**src/rtl/dcache_pkg.sv**
```systemverilog
// Shared state type, field widths and line word helpers for the data-cache controller.
package dcache_pkg;

   localparam int ADDR_W      = 32;
   localparam int WORD_W      = 32;
   localparam int TAG_W       = 23;
   localparam int IDX_W       = 4;
   localparam int OFFSET_W    = 5;
   localparam int LINE_W      = 256;
   localparam int WORD_SEL_W  = 3;
   localparam int TAG_FIELD_W = TAG_W + 2;
   localparam int VALID_BIT   = 24;
   localparam int DIRTY_BIT   = 23;

   typedef enum logic [2:0] {
      ST_IDLE,
      ST_MISS,
      ST_WRITEBACK,
      ST_REFILL,
      ST_REFILL_DONE
   } state_e;

   function automatic logic [WORD_W-1:0] line_word(
      input logic [LINE_W-1:0]     line,
      input logic [WORD_SEL_W-1:0] sel
   );
      return line[{sel, 5'b00000} +: WORD_W];
   endfunction

   function automatic logic [LINE_W-1:0] line_merge(
      input logic [LINE_W-1:0]     line,
      input logic [WORD_SEL_W-1:0] sel,
      input logic [WORD_W-1:0]     word
   );
      logic [LINE_W-1:0] merged;
      merged = line;
      merged[{sel, 5'b00000} +: WORD_W] = word;
      return merged;
   endfunction

endpackage

```
**src/rtl/dcache_ctrl.sv**
```systemverilog
// Write-back data-cache controller: hit service in IDLE, victim write-back and
// line refill through a single-outstanding memory port.
//
// state          | meaning
// ST_IDLE        | serve hits combinationally, detect misses
// ST_MISS        | inspect victim, capture it if it must be written back
// ST_WRITEBACK   | dirty victim line going out to memory
// ST_REFILL      | fetching requested line, installed in SRAM on ack
// ST_REFILL_DONE | settle cycle so the SRAM read reflects the new line
module dcache_ctrl
   import dcache_pkg::*;
(
   input  logic                   clk_i,
   input  logic                   rst_i,

   input  logic                   cpu_req_i,
   input  logic                   cpu_we_i,
   input  logic [ADDR_W-1:0]      cpu_addr_i,
   input  logic [WORD_W-1:0]      cpu_data_i,
   output logic [WORD_W-1:0]      cpu_data_o,
   output logic                   cpu_stall_o,

   output logic                   sram_enable_o,
   output logic                   sram_write_o,
   output logic [IDX_W-1:0]       sram_addr_o,
   output logic [TAG_FIELD_W-1:0] sram_tag_o,
   output logic [LINE_W-1:0]      sram_data_o,
   input  logic [TAG_FIELD_W-1:0] sram_tag_i,
   input  logic [LINE_W-1:0]      sram_data_i,
   input  logic                   sram_hit_i,

   output logic                   mem_enable_o,
   output logic                   mem_write_o,
   output logic [ADDR_W-1:0]      mem_addr_o,
   output logic [LINE_W-1:0]      mem_data_o,
   input  logic [LINE_W-1:0]      mem_data_i,
   input  logic                   mem_ack_i
);

   state_e             state_q, state_d;
   logic [LINE_W-1:0]  wb_line_q, wb_line_d;
   logic [TAG_W-1:0]   wb_tag_q, wb_tag_d;

   logic [TAG_W-1:0]      req_tag;
   logic [IDX_W-1:0]      req_idx;
   logic [WORD_SEL_W-1:0] req_word;
   logic                  victim_dirty;

   assign req_tag      = cpu_addr_i[31:9];
   assign req_idx      = cpu_addr_i[8:5];
   assign req_word     = cpu_addr_i[4:2];
   assign victim_dirty = sram_tag_i[VALID_BIT] & sram_tag_i[DIRTY_BIT];

   assign sram_addr_o = req_idx;
   assign mem_data_o  = wb_line_q;

   always_ff @(posedge clk_i) begin
      if (rst_i) begin
         state_q   <= ST_IDLE;
         wb_line_q <= '0;
         wb_tag_q  <= '0;
      end else begin
         state_q   <= state_d;
         wb_line_q <= wb_line_d;
         wb_tag_q  <= wb_tag_d;
      end
   end

   always_comb begin
      state_d       = state_q;
      wb_line_d     = wb_line_q;
      wb_tag_d      = wb_tag_q;
      cpu_data_o    = '0;
      cpu_stall_o   = 1'b1;
      sram_enable_o = 1'b0;
      sram_write_o  = 1'b0;
      sram_tag_o    = {2'b00, req_tag};
      sram_data_o   = '0;
      mem_enable_o  = 1'b0;
      mem_write_o   = 1'b0;
      mem_addr_o    = '0;

      case (state_q)
         ST_IDLE: begin
            cpu_stall_o = 1'b0;
            if (cpu_req_i) begin
               if (sram_hit_i) begin
                  if (cpu_we_i) begin
                     sram_enable_o = 1'b1;
                     sram_write_o  = 1'b1;
                     sram_tag_o    = {2'b11, req_tag};
                     sram_data_o   = line_merge(sram_data_i, req_word, cpu_data_i);
                  end else begin
                     cpu_data_o = line_word(sram_data_i, req_word);
                  end
               end else begin
                  cpu_stall_o = 1'b1;
                  state_d     = ST_MISS;
               end
            end
         end

         ST_MISS: begin
            // Victim is snapshotted here so write-back data and address stay
            // fixed however long memory takes to accept them.
            if (victim_dirty) begin
               wb_line_d = sram_data_i;
               wb_tag_d  = sram_tag_i[TAG_W-1:0];
               state_d   = ST_WRITEBACK;
            end else begin
               state_d = ST_REFILL;
            end
         end

         ST_WRITEBACK: begin
            mem_enable_o = 1'b1;
            mem_write_o  = 1'b1;
            mem_addr_o   = {wb_tag_q, req_idx, {OFFSET_W{1'b0}}};
            if (mem_ack_i) begin
               state_d = ST_REFILL;
            end
         end

         ST_REFILL: begin
            mem_enable_o = 1'b1;
            mem_addr_o   = {cpu_addr_i[31:5], {OFFSET_W{1'b0}}};
            if (mem_ack_i) begin
               sram_enable_o = 1'b1;
               sram_write_o  = 1'b1;
               sram_tag_o    = {2'b10, req_tag};
               sram_data_o   = mem_data_i;
               state_d       = ST_REFILL_DONE;
            end
         end

         ST_REFILL_DONE: begin
            state_d = ST_IDLE;
         end

         default: begin
            state_d = ST_IDLE;
         end
      endcase
   end

endmodule

```
**config.mk**
```make
export PLATFORM = sky130hd
export DESIGN_NAME = dcache_ctrl
export DESIGN_NICKNAME = d
export VERILOG_FILES = /design/src/rtl/dcache_pkg.sv /design/src/rtl/dcache_ctrl.sv
export SDC_FILE = /design/constraint.sdc
export NUM_CORES = 1
export LEC_CHECK = 0
export ABC_AREA = 1
export BUFFER_PORTS_ARGS = -buffer_cell sky130_fd_sc_hd__buf_2
export CORE_AREA = 2 2 470 472
export CTS_BUF_LIST = sky130_fd_sc_hd__clkbuf_2 sky130_fd_sc_hd__clkbuf_4 sky130_fd_sc_hd__clkbuf_8
export CTS_CLUSTER_DIAMETER = 40
export DETAILED_ROUTE_END_ITERATION = 10
export DIE_AREA = 0 0 472 474
export GPL_ROUTABILITY_DRIVEN = 0
export PLACE_DENSITY_LB_ADDON = 0.05
export SYNTH_ARGS = -nofsm -noshare
export SYNTH_HDL_FRONTEND = slang
export SYNTH_SLANG_ARGS = --single-unit
```
**constraint.sdc**
```tcl
create_clock -name clk_i -period 2.7 [get_ports clk_i]
set_clock_uncertainty 0.1 [all_clocks]
set_input_delay 0.27 -clock clk_i [delete_from_list [all_inputs] [get_ports clk_i]]
set_output_delay 0.27 -clock clk_i [all_outputs]
set_load 0.03 [all_outputs]
```
Word level (Yosys, flattened, before mapping) --
Index checks and enable logic that the tools add are counted.
Storage, ports and cells: output and inout port bits 610, word-level logic and storage cells 51, bits in registers 282
Cells by class: muxes and demuxes 32, add/subtract/negate cells 1, shift operators 3, reduce and logical (&&, ||, !) cells 4, bitwise gates (word level) 1, eq/ne operators 7
Operator list (number):
- $mux 256 | 4
- $pmux 256 s2 | 1
- $bwmux 256 | 1
- $shift 32x10->256 const A | 1
- $shiftx 256x9->32 | 1
- $shiftx 32x10->256 | 1
- $mux 32 | 4
- $mux 25 | 4
- $pmux 32 s2 | 1
- $pmux 25 s2 | 1
- $mux 3 | 4
- $pmux 3 s4 | 1
- $mux 1 | 10
- $neg 8->10 | 1
- $ne 2x2->1 const B | 4
- $eq 3x2->1 const B | 2
- $reduce_and 4->1 | 1
- $eq 3x1->1 const B | 1
- $logic_not 3->1 | 1
- $pmux 1 s2 | 1
- $reduce_and 2->1 | 1
- $reduce_or 2->1 | 1
- $and 1x1->1 | 1

Depth between registers and ports, before layout --
word-level depth 7, depth in mapped cells 14

Worst setup path after synthesis --
No wires, ideal clock.
path kind input-to-output, from input port cpu_addr_i[2], to output port sram_data_o[0], cell stages on the path 12, path slack 11 ps, arrival time 2319 ps, buffers on the path 4, cells stage by stage buf_2 inv_2 buf_2 buf_2 ha_1 ha_1 nor3b_2 nand2_1 buf_2 nand2_1 nand3_1 nand2_1
Between the ends: longest elaborated chain between the ends 7
RTL lines:
- start, declared | line dcache_ctrl.sv:18 | input logic [ADDR_W-1:0] cpu_addr_i,
- $neg 8->10 * | line dcache_pkg.sv:37 | merged[{sel, 5'b00000} +: WORD_W] = word;
- $shiftx 32x10->256 / $shift 32x10->256 (equally long branches) | line dcache_pkg.sv:37
- $bwmux 256 * | line dcache_pkg.sv:37
- $mux 256 * | line dcache_ctrl.sv:88 | if (cpu_we_i) begin
- $mux 256 * | line dcache_ctrl.sv:87 | if (sram_hit_i) begin
- $mux 256 * | line dcache_ctrl.sv:86 | if (cpu_req_i) begin
- $pmux 256 s2 * | line dcache_ctrl.sv:83 | case (state_q)
- end, declared | line dcache_ctrl.sv:27 | output logic [LINE_W-1:0] sram_data_o,
Mark *: on every way between the ends. The rest lies on a longest branch, timed or not.

Final worst setup path --
from register state_q[0], to output port sram_data_o[92]
Between the ends: longest elaborated chain between the ends 2
RTL lines:
- start, declared | line dcache_ctrl.sv:40 | state_e state_q, state_d;
- start signal, assigned | line dcache_ctrl.sv:63 | state_q <= state_d;
- $eq 3x2->1 / $logic_not 3->1 (equally long branches) | line dcache_ctrl.sv:83
- $pmux 256 s2 * | line dcache_ctrl.sv:83
Marked as above.

==> results.py <==
metrics = {
    "timing": {
        "rsz0062_at_grt": "true",
        "slew_violations": 0,
        "period_needed_ps": 3050,
        "setup_tns_ps": -72770,
        "max_freq_ghz": 0.327,
        "tightest_slew_ps": 861,
        "timing.final.ws_setup_ps": -355,
        "setup_viol": 313,
        "timing.final.hold_violations": 0,
        "period_share_pct": 113,
        "maxSlewHeadroom_pct": 42.6,
    },
    "placement": {
        "place_inst": 7644,
        "place_area_um2": 31900,
        "io_buffers": 1209,
        "place_ws_ps": -140,
        "hpwl_mm": 204,
    },
    "floorplan": {
        "core_area_um2": 219000,
        "initial_core_util_pct": 9.15,
        "die_w_um": 472,
        "rows": 172,
        "io-pin-count": 1217,
        "die-height_um": 474,
        "dieArea_um2": 224000,
    },
    "layout": {
        "nNetsFinal": 5947,
        "finalNonFillerCells": 8313,
        "areaGrowthSynthToFinish_pct": 128,
        "final_core_util_pct": 20.9,
        "drive_above_1_share_pct": 44.6,
        "design_area_um2": 45700,
    },
    "clock_network": {
        "path_clk_slew_ps": 50,
        "cts_max_level": 3,
        "cts_buffers": 102,
        "cts_tree": "done",
        "clk_path_buf_depth": 3,
        "cts.sinks": 282,
        "worstSkewPairLatency_ps": 810,
        "clockRootBuffer": "clkbuf_8",
    },
    "global_route": {
        "track_usage_pct": 21.4,
        "grt_pass1_vias": 31300,
        "grt_pass1_wl_mm": 316,
        "gr-total-overflow": 0,
        "grt_max_degree": 68,
        "grt_antenna_before_repair": 93,
    },
    "synth": {
        "async_flop_share_pct": 0,
        "synth.mux.area_fraction_pct": 0,
        "yosysTopAreaCell": "dfxtp_1",
        "yosysMostFrequentCell": "nand2_1",
        "synth_cell_type_count": 21,
        "synth_top_family_by_area": "simple AND/OR/NAND/NOR gates",
        "synth_xor_area_share_pct": 0,
        "synthAdderAreaFrac_pct": 0.188,
        "synthSimpleGateAreaFrac_pct": 35.9,
        "synthCells": 3594,
        "synth_top_cells_by_count": "nand2_1, inv_1, nand3_1",
        "yosys_warnings": 0,
        "synth_top_area_share_pct": 28.2,
        "synth_compound_area_share_pct": 17.5,
        "synth-seq-cells": 282,
        "seq_area_frac_synth_pct": 28.2,
        "synth_edf_count": 0,
        "syn_area_um2": 20000,
        "synth.area.top_cells": "dfxtp_1, nand2_1, nand3_1, inv_1, o21ai_0",
        "synth_ff_type": "dfxtp_1",
        "synth.avg_cell_area_um2": 5.57,
    },
    "detailed_routing": {
        "vias": 31500,
        "drc": 0,
        "first_pass_iters": 5,
        "routedWlPerCell_um": 31.3,
        "ant_nets": 0,
        "drtIter0Drc": 1712,
        "vias_per_cell": 3.79,
        "wl_mm": 260,
    },
    "setup_path": {
        "critPathLaunchType": "flop",
        "crit_fanout": 7,
        "r2r_slack_ps": 530,
        "timing.rr.end": "state_q[0]",
        "crit_chain": "nor2_4 > nand4_1 > nor2_4 > buf_12 > buf_16 > buf_12 > buf_16 > nand3_2 > nand2_4 > buf_8",
        "reg2reg_from": "state_q[2]",
        "path_class": "reg2out",
        "arrival_ps": 2680,
        "cp_slowest_cell": "dfxtp_4",
        "r2r_cells": 11,
        "crit_path_end_kind": "output port",
        "slowest_delay_ps": 350,
        "required_ps": 2330,
    },
    "outcome": {
        "outcome": "complete, but fails checks",
        "violations": "negative setup slack",
    },
    "pwr": {
        "clkPwrFrac_pct": 36.4,
        "vdd_drop_max_mv": 0.328,
        "swShare_pct": 41.9,
        "p_switching_mw": 9.34,
        "internal_power_mw": 13.0,
        "powerDensity_nw_per_um2": 488,
        "pwr-share-seq_pct": 21.2,
        "comb_power_share_pct": 42.4,
        "p_leak_nw": 20.9,
    },
    "min_path": {
        "hp-class": "in2reg",
        "whs_path_depth": 4,
        "whs_endpoint": "wb_tag_q[9]",
        "hp-start": "sram_tag_i[9]",
    },
    "job": {
        "drv_cap": 0,
    },
}
[worst max-delay path by stage]
stage                  startpoint              end  cells after the start
finish                 state_q[0]  sram_data_o[92]                     10
global route           state_q[0]  sram_data_o[92]                     10
detailed placement  cpu_addr_i[2]  sram_data_o[38]                     14
floorplan           cpu_addr_i[2]   sram_data_o[0]                     12
CTS                    state_q[0]  sram_data_o[10]                      8
global placement    cpu_addr_i[2]  sram_data_o[38]                     14
[worst max-delay path: cells and delay by family, from the launching register on]
kind	cells	cell delay, ps
buf+inv	5	780
flops	1	350
simple gates	5	690
[per-layer routing]
| layer | GRT usage (%) | part of all wire (%) | vias to the layer above |
|---|---|---|---|
| met5 | 0 | 0.020 | - |
| met4 | 5.28 | 2.9 | 8 |
| met3 | 5.33 | 6.8 | 321 |
| met2 | 37.1 | 48 | 1337 |
| met1 | 26.4 | 42 | 15100 |
| li1 | - | - | 14800 |
[area by class of cell]
cell class,count,area (um2)
antenna,20,50.0
clock buffer,158,2060
clock inverter,31,253
fill,25100,173000
inverter,595,2250
multi-input combinational,2418,14700
sequential,282,5660
tap,2871,3590
timing repair buffer,1938,17200
[power by group through the flow]
stage / Clock, mW / Sequential, mW / Combinational (mW)
after floorplan: 0 / 5.44 / 2.69
after global placement: 0 / 4.79 / 7.28
after detailed placement: 0 / 4.80 / 7.26
after CTS: 8.58 / 4.72 / 8.23
after global routing: 8.69 / 4.77 / 10.0
final: 8.13 / 4.73 / 9.46
[registers in the layout, summed over array words and instances, names as in the netlist]
signal / count
mem_data_o: 256
wb_tag_q: 23
state_q: 3
[cell usage in the layout, fill, tap and decap left out, drive strengths merged]
cell type / netlist / routed
ha: 3 / 3
clkinvlp: 0 / 2
dlygate4sd3: 0 / 285
o211ai: 32 / 32
buf: 165 / 1610
a21oi: 313 / 313
inv: 595 / 590
nor3b: 1 / 1
diode: 0 / 20
nand2: 1155 / 1155
nor2: 82 / 82
bufinv: 0 / 2
nand4: 33 / 33
o21ai: 336 / 336
o21bai: 1 / 1
nand3: 457 / 457
conb: 1 / 5
dfxtp: 282 / 282
clkinv: 0 / 32
clkbuf: 138 / 201
[kinds of logic after synthesis]
| family | after synthesis |
|---|---|
| simple gates | 1728 |
| buf+inv | 898 |
| compound gates | 682 |
| flops | 282 |
| fa+ha+maj | 3 |
| other cells | 1 |
[timing repair]
item / CTS / global route
hold endpoints to repair: 282 / 0
pin swaps: 32 / 136
gates resized for setup: 436 / 1206
cloned: 16 / 44
hold buffers: 285 / 0
endpoints found under the setup margin: 315 / 316
buffers inserted: 21 / 102
[through the flow]
stage,hold WS [ps],power [mW]
after floorplan,242,8.13
after global placement,329,12.1
after detailed placement,332,12.1
after CTS,3.49,21.5
after global routing,110,23.5
final,184,22.3
No activity file was read; power rests on OpenSTA's default activity.
